File: src/rtl/uart_pkg.sv
// Shared definitions for the UART receive path: FSM state encoding and
// frame/oversampling constants.
package uart_pkg;

   // Receiver FSM states; the encoding is visible on uart_rx.state for checkers.
   typedef enum logic [2:0] {
      IDLE      = 3'd0,
      START     = 3'd1,
      DATA      = 3'd2,
      STOP      = 3'd3,
      WAIT_IDLE = 3'd4
   } rx_state_t;

   // Oversample ticks per bit period.
   localparam int OVERSAMPLE = 16;
   // Sample count at which the line is read (centre of the bit).
   localparam int MID_SAMPLE = 7;
   // Payload bits per frame.
   localparam int DATA_BITS  = 8;

endpackage

File: src/rtl/uart_sync_fifo.sv
// Show-ahead synchronous FIFO. Pointers carry one extra wrap bit so that
// full and empty are told apart without a separate counter. A push while
// full is accepted only if a pop happens in the same cycle.
module uart_sync_fifo #(
   parameter int WIDTH = 8,
   parameter int DEPTH = 4
) (
   input  logic             clk,
   input  logic             rst_n,
   input  logic             push,
   input  logic [WIDTH-1:0] push_data,
   input  logic             pop,
   output logic [WIDTH-1:0] rd_data,
   output logic             full,
   output logic             empty
);

   localparam int AW = $clog2(DEPTH);
   localparam logic [AW:0] PTR_ONE = (AW+1)'(1);

   logic [WIDTH-1:0] mem [DEPTH];
   logic [AW:0]      wr_ptr;
   logic [AW:0]      rd_ptr;
   logic             do_push;
   logic             do_pop;

   assign empty   = (wr_ptr == rd_ptr);
   assign full    = (wr_ptr[AW] != rd_ptr[AW]) &&
                    (wr_ptr[AW-1:0] == rd_ptr[AW-1:0]);
   assign do_pop  = pop && !empty;
   // When full, the slot being written is the head being popped this cycle.
   assign do_push = push && (!full || do_pop);
   // Head is presented whenever valid; forced to zero while empty.
   assign rd_data = empty ? '0 : mem[rd_ptr[AW-1:0]];

   // Pointer update; both wrap modulo DEPTH through the low AW bits.
   always_ff @(posedge clk or negedge rst_n) begin
      if (!rst_n) begin
         wr_ptr <= '0;
         rd_ptr <= '0;
      end else begin
         if (do_push) wr_ptr <= wr_ptr + PTR_ONE;
         if (do_pop)  rd_ptr <= rd_ptr + PTR_ONE;
      end
   end

   // Storage write; contents need no reset since empty masks the output.
   always_ff @(posedge clk) begin
      if (do_push) mem[wr_ptr[AW-1:0]] <= push_data;
   end

endmodule

File: src/rtl/uart_rx.sv
// UART receiver: rxd synchroniser, baud tick generator, 16x oversampling
// frame FSM (8N1, LSB first) and a receive FIFO.
//
// Output handshake: rx_valid is high while the FIFO holds a byte and rx_data
// is then the oldest byte; a byte is consumed on every rising clk edge where
// rx_valid and rx_ready are both high. rx_valid never depends on rx_ready.
module uart_rx
   import uart_pkg::*;
#(
   parameter int FIFO_DEPTH  = 4,
   parameter int SYNC_STAGES = 2
) (
   input  logic        clk,
   input  logic        rst_n,
   input  logic        rx_enable,
   input  logic [15:0] baud_div,
   input  logic        uart_rxd,
   output logic [7:0]  rx_data,
   output logic        rx_valid,
   input  logic        rx_ready,
   output logic        rx_busy,
   output logic        frame_err,
   output logic        overrun
);

   localparam int SAMP_W = $clog2(OVERSAMPLE);
   localparam int BIT_W  = $clog2(DATA_BITS);
   localparam logic [SAMP_W-1:0] SAMP_ONE = SAMP_W'(1);
   localparam logic [BIT_W-1:0]  BIT_ONE  = BIT_W'(1);
   localparam logic [SAMP_W-1:0] SAMP_MID = SAMP_W'(MID_SAMPLE);
   localparam logic [BIT_W-1:0]  BIT_LAST = BIT_W'(DATA_BITS - 1);

   logic [SYNC_STAGES-1:0] sync_q;
   logic                   rxd_s;
   rx_state_t              state;
   logic [15:0]            tick_cnt;
   logic                   tick;
   logic [SAMP_W-1:0]      samp_cnt;
   logic                   mid;
   logic [BIT_W-1:0]       bit_cnt;
   logic [DATA_BITS-1:0]   shift_q;
   logic                   push;
   logic                   pop;
   logic                   fifo_full;
   logic                   fifo_empty;

   assign rxd_s = sync_q[SYNC_STAGES-1];

   // Synchroniser chain for the asynchronous line; resets to the idle level.
   always_ff @(posedge clk or negedge rst_n) begin
      if (!rst_n) begin
         sync_q <= '1;
      end else begin
         sync_q[0] <= uart_rxd;
         for (int i = 1; i < SYNC_STAGES; i++) sync_q[i] <= sync_q[i-1];
      end
   end

   // Ticks only run inside a frame, so the first tick is baud_div+1 cycles
   // after the start edge was seen.
   assign tick = (state != IDLE) && (tick_cnt == baud_div);
   assign mid  = tick && (samp_cnt == SAMP_MID);

   // Baud tick counter: held at 0 in IDLE, which is the reload on frame start.
   always_ff @(posedge clk or negedge rst_n) begin
      if (!rst_n) begin
         tick_cnt <= '0;
      end else if (!rx_enable || state == IDLE || tick) begin
         tick_cnt <= '0;
      end else begin
         tick_cnt <= tick_cnt + 16'd1;
      end
   end

   // Frame FSM. samp_cnt free-wraps over 16 ticks so every mid-sample after
   // the start bit lands exactly one bit period after the previous one.
   always_ff @(posedge clk or negedge rst_n) begin
      if (!rst_n) begin
         state     <= IDLE;
         samp_cnt  <= '0;
         bit_cnt   <= '0;
         shift_q   <= '0;
         frame_err <= 1'b0;
      end else begin
         frame_err <= 1'b0;
         if (!rx_enable) begin
            state    <= IDLE;
            samp_cnt <= '0;
            bit_cnt  <= '0;
         end else begin
            if (tick) samp_cnt <= samp_cnt + SAMP_ONE;
            case (state)
               IDLE: begin
                  if (!rxd_s) begin
                     state    <= START;
                     samp_cnt <= '0;
                     bit_cnt  <= '0;
                  end
               end
               START: begin
                  if (mid) state <= rxd_s ? IDLE : DATA;
               end
               DATA: begin
                  if (mid) begin
                     shift_q <= {rxd_s, shift_q[DATA_BITS-1:1]};
                     bit_cnt <= bit_cnt + BIT_ONE;
                     if (bit_cnt == BIT_LAST) state <= STOP;
                  end
               end
               STOP: begin
                  if (mid) begin
                     if (rxd_s) begin
                        state <= IDLE;
                     end else begin
                        frame_err <= 1'b1;
                        state     <= WAIT_IDLE;
                     end
                  end
               end
               WAIT_IDLE: begin
                  if (rxd_s) state <= IDLE;
               end
               default: state <= IDLE;
            endcase
         end
      end
   end

   // A good stop bit at its mid-sample delivers the assembled byte.
   assign push     = rx_enable && (state == STOP) && mid && rxd_s;
   assign pop      = rx_valid && rx_ready;
   assign rx_valid = !fifo_empty;
   assign rx_busy  = (state != IDLE);

   // Overrun flags a byte lost to a full FIFO with no pop freeing a slot.
   always_ff @(posedge clk or negedge rst_n) begin
      if (!rst_n) begin
         overrun <= 1'b0;
      end else begin
         overrun <= push && fifo_full && !pop;
      end
   end

   uart_sync_fifo #(
      .WIDTH (DATA_BITS),
      .DEPTH (FIFO_DEPTH)
   ) u_fifo (
      .clk       (clk),
      .rst_n     (rst_n),
      .push      (push),
      .push_data (shift_q),
      .pop       (pop),
      .rd_data   (rx_data),
      .full      (fifo_full),
      .empty     (fifo_empty)
   );

endmodule

File: config.mk
export PLATFORM = sky130hd
export DESIGN_NAME = uart_rx
export DESIGN_NICKNAME = d
export VERILOG_FILES = /design/src/rtl/uart_pkg.sv /design/src/rtl/uart_sync_fifo.sv /design/src/rtl/uart_rx.sv
export SDC_FILE = /design/constraint.sdc
export NUM_CORES = 1
export LEC_CHECK = 0
export CORE_UTILIZATION = 40
export CTS_CLUSTER_SIZE = 30
export DETAILED_ROUTE_END_ITERATION = 6
export GPL_ROUTABILITY_DRIVEN = 0
export PLACE_DENSITY = 0.55
export SYNTH_ARGS = -nofsm -noshare
export SYNTH_HDL_FRONTEND = slang
export SYNTH_SLANG_ARGS = --single-unit
File: constraint.sdc
create_clock -name clk -period 2.55 [get_ports clk]
set_input_delay 0.765 -clock clk [delete_from_list [all_inputs] [get_ports clk]]
set_output_delay 0.765 -clock clk [all_outputs]
set_load 0.02 [all_outputs]
==> results of run 1 <==
-- final cells by class --
cell class,instances,area (sq um),share of cell area
multi-input combinational,184,1545,0.3354
clock inverter,7,65.06,0.01412
clock buffer,9,123.9,0.02689
sequential,76,2066,0.4484
tap,108,135.1,0.02933
inverter,11,41.29,0.008963
timing repair buffer,64,630.6,0.1369
-- worst max path at each step --
stage	startpoint	slack, ns	cells past startpoint	to
after floorplan	baud_div[2]	0.20	5	u_fifo.mem[3][0]
after detailed placement	baud_div[12]	-0.31	7	overrun
after global placement	baud_div[12]	-0.30	7	overrun
final	state[1]	0.06	2	rx_busy
after global routing	baud_div[12]	-0.03	7	u_fifo.wr_ptr[1]
after CTS	u_fifo.rd_ptr[0]	-0.01	4	rx_data[6]
-- power groups by stage --
stage | registers, mW | clock network [mW] | logic [mW]
after floorplan | 1.34 | 0 | 0.259
after global placement | 1.35 | 0 | 0.424
after detailed placement | 1.35 | 0 | 0.427
after CTS | 1.32 | 0.907 | 0.442
after global routing | 1.33 | 0.968 | 0.584
final | 1.33 | 0.874 | 0.530
-- cells in the final DEF (no fill, tap or decap), drive strengths merged, types with 2 or more instances in the layout --
cell and instances:
dfrtp 42, buf 40, edfxtp 32, nor2 24, xor2 21, clkdlybuf4s50 21, xnor2 17, nand2 17
inv 15, clkbuf 11, mux2 10, ha 9, nor2b 9, nand4 9, mux4 8, and2 7
nand3 6, o31ai 5, nor3 5, o21ai 4, a21oi 4, and3 4, or3 3, nor4 2
and4 2, or4 2, nand4b 2, a31oi 2, o22ai 2, clkinv 2, dfstp 2, o211ai 2
-- timing repair --
item | 4_1_cts | 5_1_grt
pin swaps | 0 | 2
buffers inserted | 1 | 0
resized for setup | 30 | 27
cloned | 0 | 2
setup endpoints to repair | 10 | 37
-- state kept, by name, summed over array words and instances, names as in the netlist, 2 cells and up --
signal / cells
u_fifo.wr_ptr: 3
tick_cnt: 16
u_fifo.rd_ptr: 3
u_fifo.mem: 32
shift_q: 8
samp_cnt: 4
bit_cnt: 3
state: 3
sync_q: 2
-- metrics by stage --
| step | power, mW | hold slack (ns) |
|---|---|---|
| 5_1_grt | 2.885 | 0.3672 |
| 3_3_place_gp | 1.771 | 0.3459 |
| 6_report | 2.734 | 0.3600 |
| 3_5_place_dp | 1.776 | 0.3495 |
| 2_1_floorplan | 1.598 | 0.3452 |
| 4_1_cts | 2.672 | 0.3619 |
-- worst max-delay path: cells and delay by family (launching register included) --
family	cells	cell delay [ns]
and+or+nand+nor	1	0.57
DFF	1	0.45
buffers and inverters	1	0.36
-- cell families after synthesis --
logic type,synth area share
AND/OR/NAND/NOR,0.1583
flip-flops,0.5664
multiplexers,0.09028
buffers and inverters,0.02437
XOR/XNOR,0.09132
AO/OA/AOI/OAI,0.03845
adder cells (fa/ha/maj),0.03090
-- metal layers --
| metal | part of all wire | global-route usage |
|---|---|---|
| met5 | 0 | 0 |
| met4 | 0.014 | 0.05204 |
| met3 | 0.032 | 0.04245 |
| met2 | 0.47 | 0.2523 |
| met1 | 0.48 | 0.2378 |
==> summary.txt, run 1 <==
Placed design
  • Port-buffer cells: 32
  • Placed instance area: approximately 4400 sq um
  • Post-placement setup slack: -0.3084 ns
  • # placed instances: 440
  • Estimated wirelength of the detail-placed design: 5.206 mm

Layout
  • Net count, final: about 380
  • Area added between synthesis and finish: 26.40%
  • Number of filler cells placed in the layout: approximately 800
  • Cell Count, Final, Fillers Out: 459
  • Ant. Diodes: 0
  • Finished Core Util: 0.5257
  • Fraction of final layout cells sized beyond drive strength 1: 0.2849
  • Design Area, Final: approximately 4600 sq um

Power and ir drop
  • Sw frac: 0.2826
  • Int Power: a little under 2 mW
  • Largest vdd supply drop: between 0.2 and 0.3 mV
  • Total leakage power: 1.991 nW
  • Power per cell area: 593.5 nW/um^2
  • Sequential Power Share: 0.486
  • Relative contribution of the clock network to total power: 0.320
  • Switching Power: ~0.77 mW
  • Power share of the combinational group: 0.194

Worst hold path
  • Number of stages on the worst hold path: 0
  • Destination of the worst hold path: sync_q[1]
  • Launch instance of the worst min-delay path: sync_q[0]
  • Type of the worst min-delay path: reg2reg

Global route
  • Initial antenna violation count: 0
  • Remaining global-route overflow: 0
  • Overall track demand over capacity in global routing: 0.1674
  • Via count of the first global-routing pass: between 2000 and 2500
  • Wire length of the first global-routing pass: between 10 and 15 mm
  • Largest net degree at the start of global routing: 32

Logic synthesis
  • Post-synth cell types: 48
  • Yosys Warn Count: 0
  • Post-Syn Area: about 3600 sq um
  • Cells taking the most area after synthesis: sky130_fd_sc_hd__dfrtp_1 29%, sky130_fd_sc_hd__edfxtp_1 26%, sky130_fd_sc_hd__xor2_1 5.0%
  • Part of the Yosys area used for sequential elements: 0.5664
  • Most used flip-flop cell after synthesis: sky130_fd_sc_hd__dfrtp_1
  • Dominant cell by count in the synthesized netlist: sky130_fd_sc_hd__dfrtp_1
  • Syn_nets: slightly above 300
  • Largest area contributor in the netlist: sky130_fd_sc_hd__dfrtp_1
  • Mean instance size in the synthesized netlist: roughly 13 sq um
  • Portion of synthesized cell area occupied by the leading cell type: 0.2884
  • Async S/R FF share, synth: 0.5789
  • Number of enable-type register cells in the synthesized netlist: 32
  • Seq cells post-synth: 76
  • Synthesized netlist cell count: 278
  • Leading post-synthesis cells by instance count: 42 x sky130_fd_sc_hd__dfrtp_1, 32 x sky130_fd_sc_hd__edfxtp_1, 24 x sky130_fd_sc_hd__nor2_1, 21 x sky130_fd_sc_hd__xor2_1, 17 x sky130_fd_sc_hd__xnor2_1

Die
  • Starting density of the core: 0.4159
  • I/O pin count: 33
  • Core Footprint: 8763 sq um
  • Row cnt: 34
  • Die Area: between 9000 and 10000 sq um
  • DIE HEIGHT: between 90 and 100 microns
  • Die span in x: between 90 and 100 microns

Timing
  • Number of failing setup endpoints in the final timing report: 0
  • Min setup slack post-route: a little over 0.06 ns
  • Minimum clock period: 2.488 ns
  • Total count of hold-check failures in the final report: 0
  • Final total negative setup slack: 0 ns
  • Max Clock Skew: 0.008403 ns
  • FMAX: about 400 MHz
  • Number of pins with negative max-slew slack in the final report: 0
  • Period utilisation layout: 0.9756
  • Normalized max-slew margin: 0.5173
  • Measured slew at the worst slew-check pin: about 0.72 ns

Clock tree
  • Clock transition at the registers of the reported paths: ~0.090 ns
  • Cell at the root of the clock tree: sky130_fd_sc_hd__clkbuf_8
  • Clock latency on the worst-skew pair: ~0.35 ns
  • TritonCTS clock tree: done
  • Hold bufs inserted after CTS: 0
  • Maximum clock insertion buffer count: 2
  • H-Tree Depth: 3
  • Number of sinks handled by clock tree synthesis: 76
  • Number of buffers inserted during clock tree synthesis: 9

Critical path
  • Crit path arrival time: roughly 1.7 ns
  • Critical path's slowest cell: sky130_fd_sc_hd__or3_2
  • CP required: between 1.5 and 2 ns
  • Critical path cell sequence: or3_2 > dlygate4sd2_1
  • Startpoint Class: flop
  • Critical Setup Path Class: reg2out
  • Endpoint of the most critical register-to-register path: u_fifo.wr_ptr[1]
  • Flop-to-flop setup slack: 0.40 ns
  • Maximum fanout along the worst path: 6
  • Worst path max stage delay: 0.57 ns
  • Crit end category: primary output
  • Startpoint of the lowest-slack register-to-register path: samp_cnt[0]
  • Reg2reg path depth: 7

Detailed routing
  • First-pass DRT Iterations: 4
  • Average wire per cell in the routed design: ~16 microns
  • Wire length after detailed routing: between 7 and 8 mm
  • Initial drt markers: 95
  • Number of design rule violations left after detail routing: 0
  • Number of vias in the routed layout: between 2000 and 2500
  • Via-per-instance ratio: around 5.1
  • Final ANT Viol Nets: 0

Job
  • Max capacitance violation total: 0

Outcome
  • Run status: finished clean
Power figures use the tool's default switching activity.
==> run 2: changes to the inputs <==
--- a/config.mk
+++ b/config.mk
@@ -5,6 +5,7 @@
 export SDC_FILE = /design/constraint.sdc
 export NUM_CORES = 1
 export LEC_CHECK = 0
+export CAP_MARGIN = 20
 export CORE_UTILIZATION = 40
 export CTS_CLUSTER_SIZE = 30
 export DETAILED_ROUTE_END_ITERATION = 6
==> results of run 2 <==
The final DEF is identical to that of run 1; final timing and power are the same.
